===== config.mk =====
export PLATFORM = sky130hd
export DESIGN_NAME = seq_approx_recursive_mult
export DESIGN_NICKNAME = d
export VERILOG_FILES = /design/src/rtl/seq_approx_recursive_mult.sv
export SDC_FILE = /design/constraint.sdc
export NUM_CORES = 1
export LEC_CHECK = 0
export ABC_AREA = 1
export BUFFER_PORTS_ARGS = -buffer_cell sky130_fd_sc_hd__clkbuf_2
export CORE_MARGIN = 1.5
export CORE_UTILIZATION = 35
export DETAILED_ROUTE_END_ITERATION = 8
export SYNTH_ARGS = -nofsm -noshare
export SYNTH_HDL_FRONTEND = slang
export SYNTH_SLANG_ARGS = --single-unit

===== constraint.sdc =====
create_clock -name clk -period 6.1 [get_ports clk]
set_clock_uncertainty 0.15 [all_clocks]
set_input_delay 1.525 -clock clk [delete_from_list [all_inputs] [get_ports clk]]
set_output_delay 1.525 -clock clk [all_outputs]
set_load 0.02 [all_outputs]

===== src/rtl/seq_approx_recursive_mult.sv =====
// Sequential approximate multiplier: one exact KxK sub-multiplier swept over the
// operand chunk pairs (i,j) with i+j >= approx_lvl, accumulated into a 2N-bit sum.
module seq_approx_recursive_mult #(
    parameter int N = 16,
    parameter int K = 4
) (
    input  logic                                                 clk,
    input  logic                                                 rst,
    input  logic                                                 in_valid,
    output logic                                                 in_ready,
    input  logic [N-1:0]                                         a,
    input  logic [N-1:0]                                         b,
    input  logic [$clog2(2*(N/K))-1:0]                           approx_lvl,
    output logic                                                 out_valid,
    input  logic                                                 out_ready,
    output logic [2*N-1:0]                                       y,
    output logic [$clog2(2*(N/K))+$clog2(N/K):0]                 y_cycles
);

    localparam int M  = N / K;
    localparam int IW = $clog2(M);
    localparam int LW = $clog2(2 * M);
    localparam int CW = LW + IW + 1;
    localparam int W  = 2 * N;

    localparam logic [IW-1:0] LAST_IDX = IW'(M - 1);
    localparam logic [CW-1:0] CNT_ONE  = CW'(1);

    typedef enum logic [1:0] {
        IDLE = 2'd0,
        BUSY = 2'd1,
        DONE = 2'd2
    } state_t;

    state_t          state_r;
    state_t          next_s;
    logic [N-1:0]    a_r;
    logic [N-1:0]    b_r;
    logic [LW-1:0]   lvl_r;
    logic [W-1:0]    acc_r;
    logic [IW-1:0]   i_r;
    logic [IW-1:0]   j_r;
    logic [CW-1:0]   cnt_r;
    logic            empty_r;

    logic            accept_s;
    logic            last_s;
    logic            row_end_s;
    logic [K-1:0]    a_chunk_s;
    logic [K-1:0]    b_chunk_s;
    logic [2*K-1:0]  prod_s;
    logic [W-1:0]    term_s;
    logic [W-1:0]    sum_s;
    logic [IW-1:0]   first_i_s;
    logic [IW-1:0]   first_j_s;
    logic [IW-1:0]   next_row_j_s;
    logic            empty_s;

    // First column of a row: max(0, lvl - row); callers guarantee it is <= M-1.
    function automatic logic [IW-1:0] row_start(input logic [LW-1:0] lvl, input logic [IW:0] row);
        logic [LW:0] lvl_w;
        logic [LW:0] row_w;
        logic [LW:0] diff;
        lvl_w = {1'b0, lvl};
        row_w = (LW+1)'(row);
        if (lvl_w > row_w) begin
            diff = lvl_w - row_w;
        end else begin
            diff = {(LW+1){1'b0}};
        end
        return diff[IW-1:0];
    endfunction

    // First row that has any pair with i+j >= lvl: max(0, lvl - (M-1)).
    function automatic logic [IW-1:0] first_row(input logic [LW-1:0] lvl);
        logic [LW:0] lvl_w;
        logic [LW:0] diff;
        lvl_w = {1'b0, lvl};
        if (lvl_w > (LW+1)'(M - 1)) begin
            diff = lvl_w - (LW+1)'(M - 1);
        end else begin
            diff = {(LW+1){1'b0}};
        end
        return diff[IW-1:0];
    endfunction

    // Partial product, pair walk bookkeeping and start point of a new job.
    always_comb begin
        accept_s     = in_valid & in_ready;
        last_s       = (i_r == LAST_IDX) && (j_r == LAST_IDX);
        row_end_s    = (j_r == LAST_IDX);
        a_chunk_s    = a_r[K*i_r +: K];
        b_chunk_s    = b_r[K*j_r +: K];
        prod_s       = {{K{1'b0}}, a_chunk_s} * {{K{1'b0}}, b_chunk_s};
        term_s       = {{(W-2*K){1'b0}}, prod_s} << (K * ({1'b0, i_r} + {1'b0, j_r}));
        sum_s        = acc_r + term_s;
        next_row_j_s = row_start(lvl_r, {1'b0, i_r} + (IW+1)'(1));
        first_i_s    = first_row(approx_lvl);
        first_j_s    = row_start(approx_lvl, {1'b0, first_i_s});
        empty_s      = ({1'b0, approx_lvl} > (LW+1)'(2 * M - 2));
    end

    // State register.
    always_ff @(posedge clk) begin
        if (rst) begin
            state_r <= IDLE;
        end else begin
            state_r <= next_s;
        end
    end

    // Next-state logic; an empty job still spends one BUSY cycle so the result
    // handshake looks the same as for a single-pair job.
    always_comb begin
        next_s = state_r;
        case (state_r)
            IDLE: begin
                if (accept_s) begin
                    next_s = BUSY;
                end else begin
                    next_s = IDLE;
                end
            end
            BUSY: begin
                if (empty_r || last_s) begin
                    next_s = DONE;
                end else begin
                    next_s = BUSY;
                end
            end
            DONE: begin
                if (out_ready) begin
                    next_s = IDLE;
                end else begin
                    next_s = DONE;
                end
            end
            default: begin
                next_s = IDLE;
            end
        endcase
    end

    // Operand capture, accumulation and registered handshake/result outputs.
    always_ff @(posedge clk) begin
        if (rst) begin
            a_r       <= {N{1'b0}};
            b_r       <= {N{1'b0}};
            lvl_r     <= {LW{1'b0}};
            acc_r     <= {W{1'b0}};
            i_r       <= {IW{1'b0}};
            j_r       <= {IW{1'b0}};
            cnt_r     <= {CW{1'b0}};
            empty_r   <= 1'b0;
            y         <= {W{1'b0}};
            y_cycles  <= {CW{1'b0}};
            in_ready  <= 1'b1;
            out_valid <= 1'b0;
        end else begin
            in_ready  <= (next_s == IDLE);
            out_valid <= (next_s == DONE);
            case (state_r)
                IDLE: begin
                    if (accept_s) begin
                        a_r     <= a;
                        b_r     <= b;
                        lvl_r   <= approx_lvl;
                        acc_r   <= {W{1'b0}};
                        cnt_r   <= {CW{1'b0}};
                        i_r     <= first_i_s;
                        j_r     <= first_j_s;
                        empty_r <= empty_s;
                    end
                end
                BUSY: begin
                    if (empty_r) begin
                        y        <= {W{1'b0}};
                        y_cycles <= {CW{1'b0}};
                    end else begin
                        acc_r <= sum_s;
                        cnt_r <= cnt_r + CNT_ONE;
                        if (last_s) begin
                            y        <= sum_s;
                            y_cycles <= cnt_r + CNT_ONE;
                        end else if (row_end_s) begin
                            i_r <= i_r + IW'(1);
                            j_r <= next_row_j_s;
                        end else begin
                            j_r <= j_r + IW'(1);
                        end
                    end
                end
                default: begin
                end
            endcase
        end
    end

endmodule


==> summary.md <==
The run finished with clean final reports. Sequential cells were found to cover 32.2% of the synthesized design area. The tools report the endpoint type of the worst setup path as a register. The initial antenna violation count came out at 0.

The synthesized area divided by synthesized cell count was 6.64 µm². The run gives 21,700 µm as the wire length after detailed routing. Once detail routing completed, the nets flagged for antenna violations numbered 0.

The tools report the first-iteration detailed-routing DRC count as 576. In the layout the commonest cells are sky130_fd_sc_hd__nand2_1, sky130_fd_sc_hd__nor2_1, sky130_fd_sc_hd__a21oi_1, sky130_fd_sc_hd__dfxtp_1, sky130_fd_sc_hd__inv_1. Data on the critical path is required at its endpoint by 6220 ps.

The wire length of the first global-routing pass is 35,100 µm, and the number of clock buffers inserted by TritonCTS is 17. For the netlist area before placement, the log shows 7460 µm². The clock period could shrink to 5670 ps. Number of endpoints with negative hold slack in the final report: 0. The synthesized design contains 0 enable-type register cells. IR analysis of the VDD net gives a maximum drop of 0.189 mV. The type of the setup path with the least slack was reg2reg.

Setup repair after global routing left no endpoint under its margin. Of the available clock period, the critical path in the final layout requires 93.0%. The mean number of vias per cell works out to 5.02. Clock tree synthesis found a total of 120 sinks. During I/O placement, the number of pins put on the boundary was 79. The area of placed instances is 8080 µm², and the largest fanout on the critical path is 13. Top flip-flop cell by instance count after synthesis: sky130_fd_sc_hd__dfxtp_1. For the area used by sequential logic in the layout, the log shows 2400 µm². Dividing total power by cell area gives a power density of 291 nW/µm².

The leading cell type in the layout, fill and taps excluded was sky130_fd_sc_hd__nand2_1. Derived from the worst setup path, the maximum achievable clock frequency is 176 MHz. In the post-synthesis netlist, the biggest area contributors are sky130_fd_sc_hd__dfxtp_1, sky130_fd_sc_hd__nand2_1, sky130_fd_sc_hd__ha_1, sky130_fd_sc_hd__a21oi_1, sky130_fd_sc_hd__nor2_1. Setup violations remaining at the end of the flow were counted as 0. Synthesis instantiated 41 different standard cells from the library.

The filler cells instantiated in the layout total 2,283. Synthesis inferred 120 register bits. Measured along the x axis, the die boundary spans 149 µm. The startpoint kind of the worst setup timing path is a register. In this run, post-CTS hold repair placed 0 buffers. The clock network latency to the later pin of the worst-skew pair was 430 ps. Before antenna repair, the detailed router went through 5 iterations.

TritonCTS built the clock tree. Gates resized during post-CTS repair numbered 0. The tools report the largest net degree at the start of global routing as 78.

Relative to the synthesized area, the layout overhead comes to 16.6%. The H-tree was split into 4 levels. For the overall via count from detail_route, the log shows 7,389. After detailed routing, the number of remaining DRC violations is 0. After clock tree synthesis, the setup repair step added 0 buffers.

For the pin with the worst max-slew slack, the measured transition is 1170 ps. The net count of the finished layout is 1,284. The die covers 22,200 µm². In this run the clock root is driven by a sky130_fd_sc_hd__clkbuf_16. In this run the static leakage power is 3.88 nW. For this run, the slowest stage of the critical path takes 560 ps.

Synthesis produced 1,123 cells. The logs give 0 for the number of pins with negative max-slew slack in the final report and 0 for the count of max-cap constraint violations. The post-synth net total is 1,220. The relative slew slack was 21.5%; the share of final-layout standard cells stronger than drive strength 1 was 11.9%. The run gives 0 ps as the total negative slack.

The total number of placement rows was 53; the clock-pin slew reported for the worst setup and hold paths after clock tree synthesis was 60 ps. The logs give 16,000 µm for the half-perimeter wire length after placement and 21,000 µm² for the placeable core region. For this run, the number of Yosys warnings is 0. The cell taking the most area after synthesis was sky130_fd_sc_hd__dfxtp_1. The finished cells cover 8690 µm². For the via count of the first global-routing pass, the log shows 6,870. For this configuration, the core starts out at a cell density of 35.6%. In the final layout, the multi-input gates occupy 4550 µm². 0 antenna diodes ended up in the layout. The global-route congestion overflow total was 0. Routability congestion estimate: 0.946.

After synthesis, the share of flip-flops with an asynchronous set or reset is 0%. The share of the synthesized area in the top cell type is 32.2%. The tightest min-delay check is of the reg2reg type. Chip height: 149 µm.

The longest clock path from root to sink contains 2 buffers. The number of I/O port buffers was 78. The cell with the biggest individual delay on the critical path is sky130_fd_sc_hd__fa_1. Global routing consumed, over all layers together, 20.1% of the routing resources. Among the stages of the critical path, the cell type that occurs most often is sky130_fd_sc_hd__nand2_1. In the final routed layout, each cell accounts on average for 14.7 µm. The run gives 5790 ps as the worst path arrival time.
-- metal layers --
layer	global-route usage (%)	up-vias	part of all wire [%]
li1	-	3853	-
met1	26.6	3342	48
met2	33.1	168	46
met3	3.73	26	4.1
met4	5.99	0	1.7
met5	0	-	0
-- report_power, final --
part           leakage (nW)  internal (mW)  total [mW]  switching [mW]
Clock                 0.300          0.692        1.08           0.385
Sequential            0.976          0.826       0.861          0.0350
Combinational          2.60          0.189       0.588           0.399
Total                  3.88           1.71        2.53           0.819
-- logic make-up after synthesis --
| family | after synthesis | synth area share [%] |
|---|---|---|
| compound gates | 219 | 15.9 |
| xor+xnor | 16 | 1.98 |
| fa+ha+maj | 58 | 10.3 |
| buf+inv | 132 | 6.96 |
| flops | 120 | 32.2 |
| mux | 1 | 0.134 |
| simple gates | 577 | 32.4 |
-- registers in the layout, indices dropped and copies added (netlist names) --
name / cells
in_ready: 1
y: 32
b_r: 16
cnt_r: 6
i_r: 2
lvl_r: 3
out_valid: 1
j_r: 2
state_r: 2
y_cycles: 6
a_r: 16
empty_r: 1
acc_r: 32
-- worst max-delay path: cells and delay by family (launching register included) --
kind | cells | cell delay (ps)
flops | 1 | 460
buf+inv | 4 | 420
compound gates | 5 | 1030
simple gates | 12 | 1360
xor+xnor | 1 | 190
fa+ha+maj | 4 | 1930
-- final cells by class --
cell class,instances,share of cell area (%)
Inverter,94,4.06
Sequential cell,120,27.6
Clock buffer,19,5.09
Tap cell,275,3.96
Timing Repair Buffer,83,4.92
Multi-Input combinational cell,871,52.3
Clock inverter,11,1.99
-- stage by stage --
step / util (%) / hold slack [ps] / std cells / setup WS (ps) / total power [mW]
global route: 41.5 / 332 / 1473 / 85.2 / 2.66
detailed placement: 38.5 / 302 / 1443 / 479 / 1.46
global placement: 38.5 / 300 / 1443 / 595 / 1.45
floorplan: - / 294 / 1123 / 1190 / 1.30
finish: 41.5 / 311 / 1473 / 426 / 2.53
CTS: 41.5 / 311 / 1473 / 466 / 2.54
-- cell usage after synthesis, types with 2 or more instances --
master                       n
sky130_fd_sc_hd__xnor2_1     5
sky130_fd_sc_hd__nand3_1    57
sky130_fd_sc_hd__clkinv_1    4
sky130_fd_sc_hd__o22ai_1     2
sky130_fd_sc_hd__dfxtp_1   120
sky130_fd_sc_hd__clkbuf_1   19
sky130_fd_sc_hd__fa_1        6
sky130_fd_sc_hd__a32oi_1     7
sky130_fd_sc_hd__a21oi_1   125
sky130_fd_sc_hd__a32o_1      2
sky130_fd_sc_hd__nand4_1    28
sky130_fd_sc_hd__a31o_2      2
sky130_fd_sc_hd__o21bai_1    4
sky130_fd_sc_hd__o21a_1      4
sky130_fd_sc_hd__a31oi_1     7
sky130_fd_sc_hd__o21ai_0    60
sky130_fd_sc_hd__or2_1       2
sky130_fd_sc_hd__nand2_1   291
sky130_fd_sc_hd__ha_1       52
sky130_fd_sc_hd__xor2_1     10
sky130_fd_sc_hd__nor2_1    163
sky130_fd_sc_hd__inv_1      88
sky130_fd_sc_hd__nor3_2      2
sky130_fd_sc_hd__inv_2       2
sky130_fd_sc_hd__buf_2      19
sky130_fd_sc_hd__nand2_2     6
sky130_fd_sc_hd__nor3_1      7
sky130_fd_sc_hd__nand3b_1    6
sky130_fd_sc_hd__or2_2       8
sky130_fd_sc_hd__nor2_2      4
-- path summary, 6_finish.rpt --
| check | to | cells after the start | start | slack [ps] |
|---|---|---|---|---|
| hold / removal | y[1]$_SDFFE_PP0P_ | 2 | y[1]$_SDFFE_PP0P_ | 310 |
| setup / recovery | y[23]$_SDFFE_PP0P_ | 26 | j_r[0]$_SDFFE_PP0P_ | 430 |
| setup reg to reg | y[23]$_SDFFE_PP0P_ | 26 | j_r[0]$_SDFFE_PP0P_ | 430 |
| hold reg to reg | y[1]$_SDFFE_PP0P_ | 2 | y[1]$_SDFFE_PP0P_ | 310 |
Note: power is estimated with default switching activity, not from simulation.
